## src/rtl/rformat_issue_ctrl.sv

```systemverilog
// rformat_issue_ctrl
// Sequences LEGv8 R-format instructions through an external register file +
// ALU datapath. Each instruction takes three states: IDLE (accept), EXEC
// (the datapath settles and its result is captured), WB (write-back plus the
// done/illegal pulse). A preload port writes registers directly while IDLE.
//
// Handshake: an instruction transfers on a rising edge where instr_valid and
// instr_ready are both high. instr_ready is combinational and depends only on
// the state, ld_valid and reset, never on instr_valid. A pending preload takes
// priority and holds instr_ready low, so the instruction waits.
//
// All datapath-facing outputs are registered. The FSM state is exposed on
// state_dbg (0 = IDLE, 1 = EXEC, 2 = WB).

module rformat_issue_ctrl #(
    parameter int ADDR_W = 6,
    parameter int DATA_W = 64
) (
    input  logic              clock,
    input  logic              reset,
    // instruction stream
    input  logic              instr_valid,
    output logic              instr_ready,
    input  logic [31:0]       instr,
    // register preload
    input  logic              ld_valid,
    input  logic [ADDR_W-1:0] ld_addr,
    input  logic [DATA_W-1:0] ld_data,
    // datapath read/ALU control
    output logic [ADDR_W-1:0] Read1,
    output logic [ADDR_W-1:0] Read2,
    output logic [10:0]       Opcode_field,
    output logic [1:0]        ALUOp,
    input  logic [DATA_W-1:0] ALU_result,
    input  logic              Zero,
    // datapath write-back
    output logic [ADDR_W-1:0] WriteReg,
    output logic [DATA_W-1:0] WriteData,
    output logic              RegWrite,
    // status
    output logic              done,
    output logic [DATA_W-1:0] res_data,
    output logic              res_zero,
    output logic              illegal,
    output logic [1:0]        state_dbg
);

    typedef enum logic [1:0] {
        S_IDLE = 2'd0,
        S_EXEC = 2'd1,
        S_WB   = 2'd2
    } state_t;

    localparam logic [10:0] OP_ADD = 11'b10001011000;
    localparam logic [10:0] OP_SUB = 11'b11001011000;
    localparam logic [10:0] OP_AND = 11'b10001010000;
    localparam logic [10:0] OP_ORR = 11'b10101010000;
    localparam logic [1:0]  ALUOP_RTYPE = 2'b10;
    localparam logic [4:0]  RD_XZR = 5'd31;

    // Instruction field split
    logic [10:0] f_opcode;
    logic [4:0]  f_rm;
    logic [4:0]  f_rn;
    logic [4:0]  f_rd;
    logic        f_legal;
    logic [5:0]  unused_shamt;

    assign f_opcode     = instr[31:21];
    assign f_rm         = instr[20:16];
    assign unused_shamt = instr[15:10];
    assign f_rn         = instr[9:5];
    assign f_rd         = instr[4:0];

    assign f_legal = (f_opcode == OP_ADD) || (f_opcode == OP_SUB) ||
                     (f_opcode == OP_AND) || (f_opcode == OP_ORR);

    // State and registered outputs
    state_t              state_q, state_d;
    logic [ADDR_W-1:0]   read1_q, read1_d;
    logic [ADDR_W-1:0]   read2_q, read2_d;
    logic [10:0]         opcode_q, opcode_d;
    logic [1:0]          aluop_q, aluop_d;
    logic [ADDR_W-1:0]   write_reg_q, write_reg_d;
    logic [DATA_W-1:0]   write_data_q, write_data_d;
    logic                reg_write_q, reg_write_d;
    logic                done_q, done_d;
    logic [DATA_W-1:0]   res_data_q, res_data_d;
    logic                res_zero_q, res_zero_d;
    logic                illegal_q, illegal_d;
    // In-flight instruction bookkeeping
    logic                legal_q, legal_d;
    logic [4:0]          rd_q, rd_d;

    assign instr_ready = (state_q == S_IDLE) && !ld_valid && !reset;

    // Next-state and next-output logic
    always_comb begin
        state_d      = state_q;
        read1_d      = read1_q;
        read2_d      = read2_q;
        opcode_d     = opcode_q;
        aluop_d      = aluop_q;
        write_reg_d  = write_reg_q;
        write_data_d = write_data_q;
        reg_write_d  = 1'b0;
        done_d       = 1'b0;
        res_data_d   = res_data_q;
        res_zero_d   = res_zero_q;
        illegal_d    = 1'b0;
        legal_d      = legal_q;
        rd_d         = rd_q;

        case (state_q)
            S_IDLE: begin
                if (ld_valid) begin
                    // Preload wins; the write appears on the bus next cycle.
                    reg_write_d  = 1'b1;
                    write_reg_d  = ld_addr;
                    write_data_d = ld_data;
                end else if (instr_valid && instr_ready) begin
                    read1_d  = {{(ADDR_W-5){1'b0}}, f_rn};
                    read2_d  = {{(ADDR_W-5){1'b0}}, f_rm};
                    opcode_d = f_opcode;
                    aluop_d  = ALUOP_RTYPE;
                    legal_d  = f_legal;
                    rd_d     = f_rd;
                    state_d  = S_EXEC;
                end
            end

            S_EXEC: begin
                // Datapath has settled; capture and stage write-back.
                res_data_d = ALU_result;
                res_zero_d = Zero;
                done_d     = 1'b1;
                if (!legal_q) begin
                    illegal_d = 1'b1;
                end else if (rd_q != RD_XZR) begin
                    reg_write_d  = 1'b1;
                    write_reg_d  = {{(ADDR_W-5){1'b0}}, rd_q};
                    write_data_d = ALU_result;
                end
                state_d = S_WB;
            end

            S_WB: begin
                // The write commits on this edge; release the ALU.
                aluop_d = 2'b00;
                state_d = S_IDLE;
            end

            default: begin
                aluop_d = 2'b00;
                state_d = S_IDLE;
            end
        endcase
    end

    // State register with synchronous reset
    always_ff @(posedge clock) begin
        if (reset) begin
            state_q      <= S_IDLE;
            read1_q      <= '0;
            read2_q      <= '0;
            opcode_q     <= '0;
            aluop_q      <= '0;
            write_reg_q  <= '0;
            write_data_q <= '0;
            reg_write_q  <= 1'b0;
            done_q       <= 1'b0;
            res_data_q   <= '0;
            res_zero_q   <= 1'b0;
            illegal_q    <= 1'b0;
            legal_q      <= 1'b0;
            rd_q         <= '0;
        end else begin
            state_q      <= state_d;
            read1_q      <= read1_d;
            read2_q      <= read2_d;
            opcode_q     <= opcode_d;
            aluop_q      <= aluop_d;
            write_reg_q  <= write_reg_d;
            write_data_q <= write_data_d;
            reg_write_q  <= reg_write_d;
            done_q       <= done_d;
            res_data_q   <= res_data_d;
            res_zero_q   <= res_zero_d;
            illegal_q    <= illegal_d;
            legal_q      <= legal_d;
            rd_q         <= rd_d;
        end
    end

    assign Read1        = read1_q;
    assign Read2        = read2_q;
    assign Opcode_field = opcode_q;
    assign ALUOp        = aluop_q;
    assign WriteReg     = write_reg_q;
    assign WriteData    = write_data_q;
    assign RegWrite     = reg_write_q;
    assign done         = done_q;
    assign res_data     = res_data_q;
    assign res_zero     = res_zero_q;
    assign illegal      = illegal_q;
    assign state_dbg    = state_q;

endmodule

```

## config.mk

```make
export PLATFORM = sky130hd
export DESIGN_NAME = rformat_issue_ctrl
export DESIGN_NICKNAME = d
export VERILOG_FILES = /design/src/rtl/rformat_issue_ctrl.sv
export SDC_FILE = /design/constraint.sdc
export NUM_CORES = 1
export LEC_CHECK = 0
export CAP_MARGIN = 20
export CORE_UTILIZATION = 30
export CTS_CLUSTER_DIAMETER = 100
export DETAILED_ROUTE_END_ITERATION = 10
export GPL_ROUTABILITY_DRIVEN = 0
export PLACE_DENSITY = 0.68
export SLEW_MARGIN = 5
export SYNTH_ARGS = -nofsm -noshare
export SYNTH_HDL_FRONTEND = slang
export SYNTH_SLANG_ARGS = --single-unit
```

## constraint.sdc

```tcl
create_clock -name clock -period 1.84 [get_ports clock]
set_clock_uncertainty 0.05 [all_clocks]
set_input_delay 0.368 -clock clock [delete_from_list [all_inputs] [get_ports clock]]
set_output_delay 0.368 -clock clock [all_outputs]
set_load 0.005 [all_outputs]
```

==> out/metrics.cfg, run 1 <==
[worst_setup_path]
arrival_ps=1340
end_kind=output pin
critPathLaunchType=flip-flop
critical_path_class=reg -> out
r2r_start=state_dbg[0]
worst-endpoint-required_ps=1420
path_max_fanout=4
crit_path_start=state_dbg[0]
reg2reg_slack_ps=130

[logic_synthesis]
seq_area_frac_synth_pct=50.8
yosys.area.top_type=dfxtp_1
yosys_warnings=0
syn_inst=754
yosys-top-cells-area=dfxtp_1 51%, nand2_1 15%, a311oi_2 13%
avgSynthCellArea_um2=8.78
synth_edf_count=0
async_reset_ff_share_pct=0
ys_top_cells_by_count=258 x nand2_1, 168 x dfxtp_1, 161 x a21oi_1
ys_seq_elements=168
synth_flop_cell=dfxtp_1
yosysUniqueCellTypes=28
yosysTopAreaCellShare_pct=50.8
synthesis.area_um2=6620
yosys.cell_count.top_type=nand2_1

[power]
swShare_pct=25.5
pwr-share-comb_pct=16.8
p_clk_share_pct=39.6
peakVddDrop_mv=0.540
intPower_mw=6.74
p_leak_nw=3.86
powerDensity_nw_per_um2=834
seqPwrFrac_pct=43.6
power_switching_mw=2.30

[die]
initial_core_util_pct=31.0
pin_count=337
core_area_um2=21400
dieArea_um2=22700
die-height_um=151
die_w_um=151
num_rows=53

[global_routing]
grt_pass1_wl_um=33900
grt_max_degree=169
antenna_found_initial=0
grt_usage_pct=19.4
first_global_vias=6314
grt_overflow=0

[timing]
min_period_ps=1760
worst_slew_margin_rel_pct=36.4
final_hold_viol_count=0
holdWs_ps=403
fin_setup_tns_ps=0
period_share_pct=95.6
rsz0062_at_grt=false
tightest_slew_ps=954
fmax_ghz=0.569
setup_viol=0
slew_viol_final=0

[detailed_routing]
ant_nets=0
drt_iter0_drc=259
vias_per_cell=4.86
post-route-drc-count=0
vias=6511
wirelength_um=22400
dr.pass1.iters=4
wl_per_cell_um=16.8

[final_layout]
drive_gt1_share_pct=11.5
areaGrowthSynthToFinish_pct=63.7
num_antenna_cells=0
design_area_um2=10800
final_core_utilization_pct=50.8
final_nets=1224
seqCellArea_um2=3370
multi_input_area_um2=2960
n_fill_cell=1989

[clocking]
postCtsSetupRepairBufs=0
hold_buffers=0
ctsRootBufferMaster=clkbuf_16
cts.sinks=168
htreeDepth=4
insertion_delay_ps=420
cts.reportedPaths.clkPinSlew_ps=70
clk_path_buf_depth=2
cts_tree=yes
cts_buffers=17

[placed_design]
place_area_um2=10300
portBuffers=327
dp_hpwl_um=15100

[outcome]
outcome=completed

[hold_path]
hold_start=res_data[31]
hp-class=reg -> reg

[job]
maxCapViolCount=0

[cell usage in the layout (no fill, tap or decap), drive strengths merged, types with 2 or more instances in the layout]
| cell | Yosys | final |
|---|---|---|
| buf | 20 | 24 |
| dfxtp | 168 | 168 |
| conb | 1 | 3 |
| nand2b | 4 | 4 |
| clkbuf | 52 | 17 |
| nor2 | 4 | 4 |
| bufinv | 0 | 2 |
| dlygate4sd2 | 0 | 2 |
| a311oi | 69 | 69 |
| inv | 1 | 5 |
| clkinv | 0 | 3 |
| mux2i | 2 | 2 |
| a21oi | 161 | 161 |
| clkinvlp | 0 | 4 |
| nor4 | 2 | 2 |
| o21ai | 3 | 3 |
| nand2 | 258 | 258 |
| clkdlybuf4s50 | 0 | 323 |
[state kept, by name, summed over array words and instances, names as in the netlist, 2 cells and up]
signal	flops
WriteData	64
res_data	64
Opcode_field	11
WriteReg	6
Read1	5
Read2	5
rd_q	5
state_dbg	2
[area by class of cell]
| type | count | share of cell area (%) |
|---|---|---|
| multi-input cells | 515 | 27.3 |
| inverters | 1 | 0.0346 |
| well taps | 275 | 3.17 |
| clock buffers | 17 | 3.93 |
| clock inverters | 13 | 1.36 |
| flip-flops and latches | 168 | 31.1 |
| repair buffers | 350 | 33.1 |
[power groups by stage]
stage / clock [mW] / sequential (mW) / combinational [mW]
final: 3.58 / 3.94 / 1.52
after detailed placement: 0 / 4.02 / 1.53
after global routing: 3.84 / 3.96 / 1.65
after CTS: 3.67 / 3.94 / 1.54
after floorplan: 0 / 4.04 / 0.583
after global placement: 0 / 4.01 / 1.52
[per-layer routing]
layer  track usage, %  vias to the layer above  part of all wire (%)  wire length (µm)
met5                0                        -                     0                 0
met4             8.79                        0                   3.4               759
met3             6.42                       40                   7.4              1660
met2             31.8                      221                    48             10700
met1             22.9                     3042                    41              9280
li1                 -                     3208                     -                 -
[critical path, stage by stage, from the launching register on]
cell and delay [ps]:
dfxtp_4 370, nor4_4 280, dlygate4sd2_1 270
[metrics by stage]
| step | cells | worst slack [ps] | total power [mW] |
|---|---|---|---|
| floorplan | 756 | 215 | 4.62 |
| global placement | 1309 | -279 | 5.54 |
| detailed placement | 1309 | -289 | 5.55 |
| CTS | 1339 | 0.0513 | 9.14 |
| global route | 1339 | 13.2 | 9.45 |
| finish | 1339 | 81.0 | 9.04 |
[what timing repair did]
item	in CTS	in global routing
gates resized for setup	5	2
endpoints found under the hold margin	0	0
pin swaps	1	0
endpoints found under the setup margin	3	2
[worst paths after layout]
kind / end / cells after the start
setup / recovery: instr_ready / 2
hold / removal: res_data[31] / 2
hold reg to reg: res_data[31] / 2
setup reg to reg: WriteData[37] / 6
[cells by family after synthesis]
logic type	share of synthesized area [%]
AO/OA/AOI/OAI	27.1
AND/OR/NAND/NOR	16.6
other	0.0566
multiplexers	0.302
buffers and inverters	5.14
flip-flops	50.8
(Power assumes the default switching activity.)
==> inputs of run 2 (changes only) <==
ABC_AREA = 1   (was not set)
CTS_CLUSTER_SIZE = 24   (was not set)
==> run 2 against run 1 <==
Compared with the run above:
- highest routed layer unchanged
- hold slack worse by 180 ps
- sequential power is 1% lower
- fmax fell by 1.1%
- worst setup slack got worse by 20 ps
- first-iteration DRC count fell by 1.9%
- utilization shrank 0.084 points
- final area down 0.79%
- cell count is 12% higher
==> out/metrics.cfg, run 2 <==
[outcome]
outcome=completed

[clocking]
insertion_delay_ps=420
cts_tree=yes
cts.reportedPaths.clkPinSlew_ps=70
clk_path_buf_depth=2
htreeDepth=4
hold_buffers=0
ctsRootBufferMaster=clkbuf_16
cts.sinks=168
cts_buffers=17

[global_routing]
grt_util_met3_pct=7.01
use_met2_pct=31.8
grt_busiest_layer=met2
first_global_vias=6219
antenna_found_initial=0
grt_usage_pct=19.2
grtUsageMet1_pct=23.1
grt_pass1_wl_um=33400
grt_overflow=0
grt_max_degree=94

[die]
dieArea_um2=22500
pin_count=337
die_w_um=150
num_rows=53
core_area_um2=21200
die-height_um=150
initial_core_util_pct=30.9

[hold_path]
hold_start=reset
hp-class=in -> reg
hold_depth=4
hold_end=ALUOp[1]

[timing]
final_hold_viol_count=0
worst_slew_margin_rel_pct=30.6
min_period_ps=1780
holdWs_ps=225
slew_viol_final=0
period_share_pct=96.7
rsz0062_at_grt=false
setup_viol=0
fmax_ghz=0.562
tightest_slew_ps=1040

[logic_synthesis]
synth.mux.area_fraction_pct=0
yosysTopAreaCellShare_pct=51.3
ys_seq_elements=168
synth_flop_cell=dfxtp_1
synth_compound_area_share_pct=12.8
yosys-top-cells-area=dfxtp_1 51%, nand2_1 22%, a21oi_1 12%
yosys.area_share.simple_pct=29.4
synthesis.area_um2=6560
async_reset_ff_share_pct=0
yosys.cell_count.top_type=nand2_1
avgSynthCellArea_um2=7.23
ys_top_cells_by_count=386 x nand2_1, 168 x dfxtp_1, 157 x a21oi_1
synth_edf_count=0
synth-adder-area-share_pct=0
synth_top_family_by_area=simple AND/OR/NAND/NOR gates
syn_inst=907
yosysUniqueCellTypes=18
yosys_warnings=0
yosys.area.top_type=dfxtp_1
seq_area_frac_synth_pct=51.3
synth_xor_area_share_pct=0

[detailed_routing]
ant_nets=0
drt_iter0_drc=254
vias=6911
wl_per_cell_um=15.2
wirelength_um=22800
dr.pass1.iters=4
vias_per_cell=4.61
post-route-drc-count=0

[worst_setup_path]
end_kind=output pin
max_stage_delay_ps=570
critical_path_class=reg -> out
worst-endpoint-required_ps=1420
critPathLaunchType=flip-flop
slowest_stage=clkdlybuf4s50_1
path_delay_family=buffers and inverters
crit_path_cell_trace=clkdlybuf4s50_1
r2r_start=state_dbg[0]
path_max_fanout=5
reg2reg_slack_ps=180
reg2regPathDepth=9
arrival_ps=1360
reg2reg_to=WriteData[22]
critPathBufInv=1

[job]
maxCapViolCount=0

[final_layout]
multi_input_area_um2=2800
areaGrowthSynthToFinish_pct=63.9
num_antenna_cells=0
n_fill_cell=2079
seqCellArea_um2=3370
finalNonFillerCells=1499
drive_gt1_share_pct=5.47
mostFrequentLayoutCells=385 x nand2_1, 324 x clkdlybuf4s50_1, 166 x dfxtp_1, 157 x a21oi_1, 70 x nand3_1
final_nets=1382
final_common_cell=nand2_1

[power]
powerDensity_nw_per_um2=812
p_leak_nw=4.25
peakVddDrop_mv=0.569

[placed_design]
portBuffers=327
dp_hpwl_um=15200
dp.cells=1464

[run 2: changes by cell type in the layout (fill, tap and decap cells not counted), moves of 3 or more]
cell / previous run / this run
a311oi_2: 59 / 0
nor2_1: 3 / 20
nand2_1: 258 / 385
a21oi_1: 161 / 157
nand2b_1: 3 / 0
a311oi_1: 10 / 0
clkinvlp_4: 4 / 1
o21ai_1: 3 / 0
nand3_1: 0 / 70
o21ai_0: 0 / 11
inv_1: 0 / 15
buf_4: 12 / 15
[run 2: per-stage QoR]
step                      power (mW)  TNS [ps]  instance area [µm²]  util, %  worst slack (ps)
after floorplan                 4.50         0                 6570        -               441
after global placement          5.37     -1870                10100     47.7              -148
after detailed placement        5.37     -3710                10100     47.7              -186
after CTS                       8.83         0                10700     50.4              28.3
after global routing            9.13         0                10800     50.7              6.06
final                           8.73         0                10800     50.7              61.0
[run 2: kinds of logic after synthesis]
family	count (synthesis)
buf+inv	87
simple gates	483
flops	168
other cells	1
compound gates	168
[run 2: worst max-delay path by stage]
stage / startpoint / end / slack [ps] / depth (start not counted)
5_1_grt: state_dbg[0] / state_dbg[0] / 6 / 1
3_5_place_dp: ld_valid / instr_ready / -190 / 3
4_1_cts: res_data[54] / res_data[54] / 30 / 1
6_report: state_dbg[0] / state_dbg[0] / 60 / 1
3_3_place_gp: ld_valid / instr_ready / -150 / 3
2_1_floorplan: state_dbg[0] / WriteData[56] / 440 / 9
[run 2: per-layer routing]
metal	share of wire (%)	routed length, µm
met3	9.9	2250
met2	46	10500
met5	0	0
met4	1.8	417
met1	42	9610
[run 2: repair_timing]
item / in CTS / in global routing
gates cloned: 0 / 2
pin swaps: 0 / 1
setup buffers: 0 / 1
resized for setup: 6 / 1
setup endpoints to repair: 3 / 24
[run 2: cell type report]
| class | instances | area share, % |
|---|---|---|
| Multi-Input combinational cell | 654 | 26.0 |
| Sequential cell | 168 | 31.3 |
| Timing Repair Buffer | 353 | 33.7 |
| Clock buffer | 20 | 4.15 |
| Clock inverter | 12 | 1.01 |
| Tap cell | 275 | 3.20 |
| Inverter | 17 | 0.593 |
[run 2: where the power goes]
part	internal [mW]	switching, mW	leakage (nW)	total, mW
clock network	1.82	1.61	0.270	3.43
registers	3.81	0.0862	1.37	3.90
logic	0.817	0.589	2.60	1.41
total	6.45	2.29	4.25	8.73
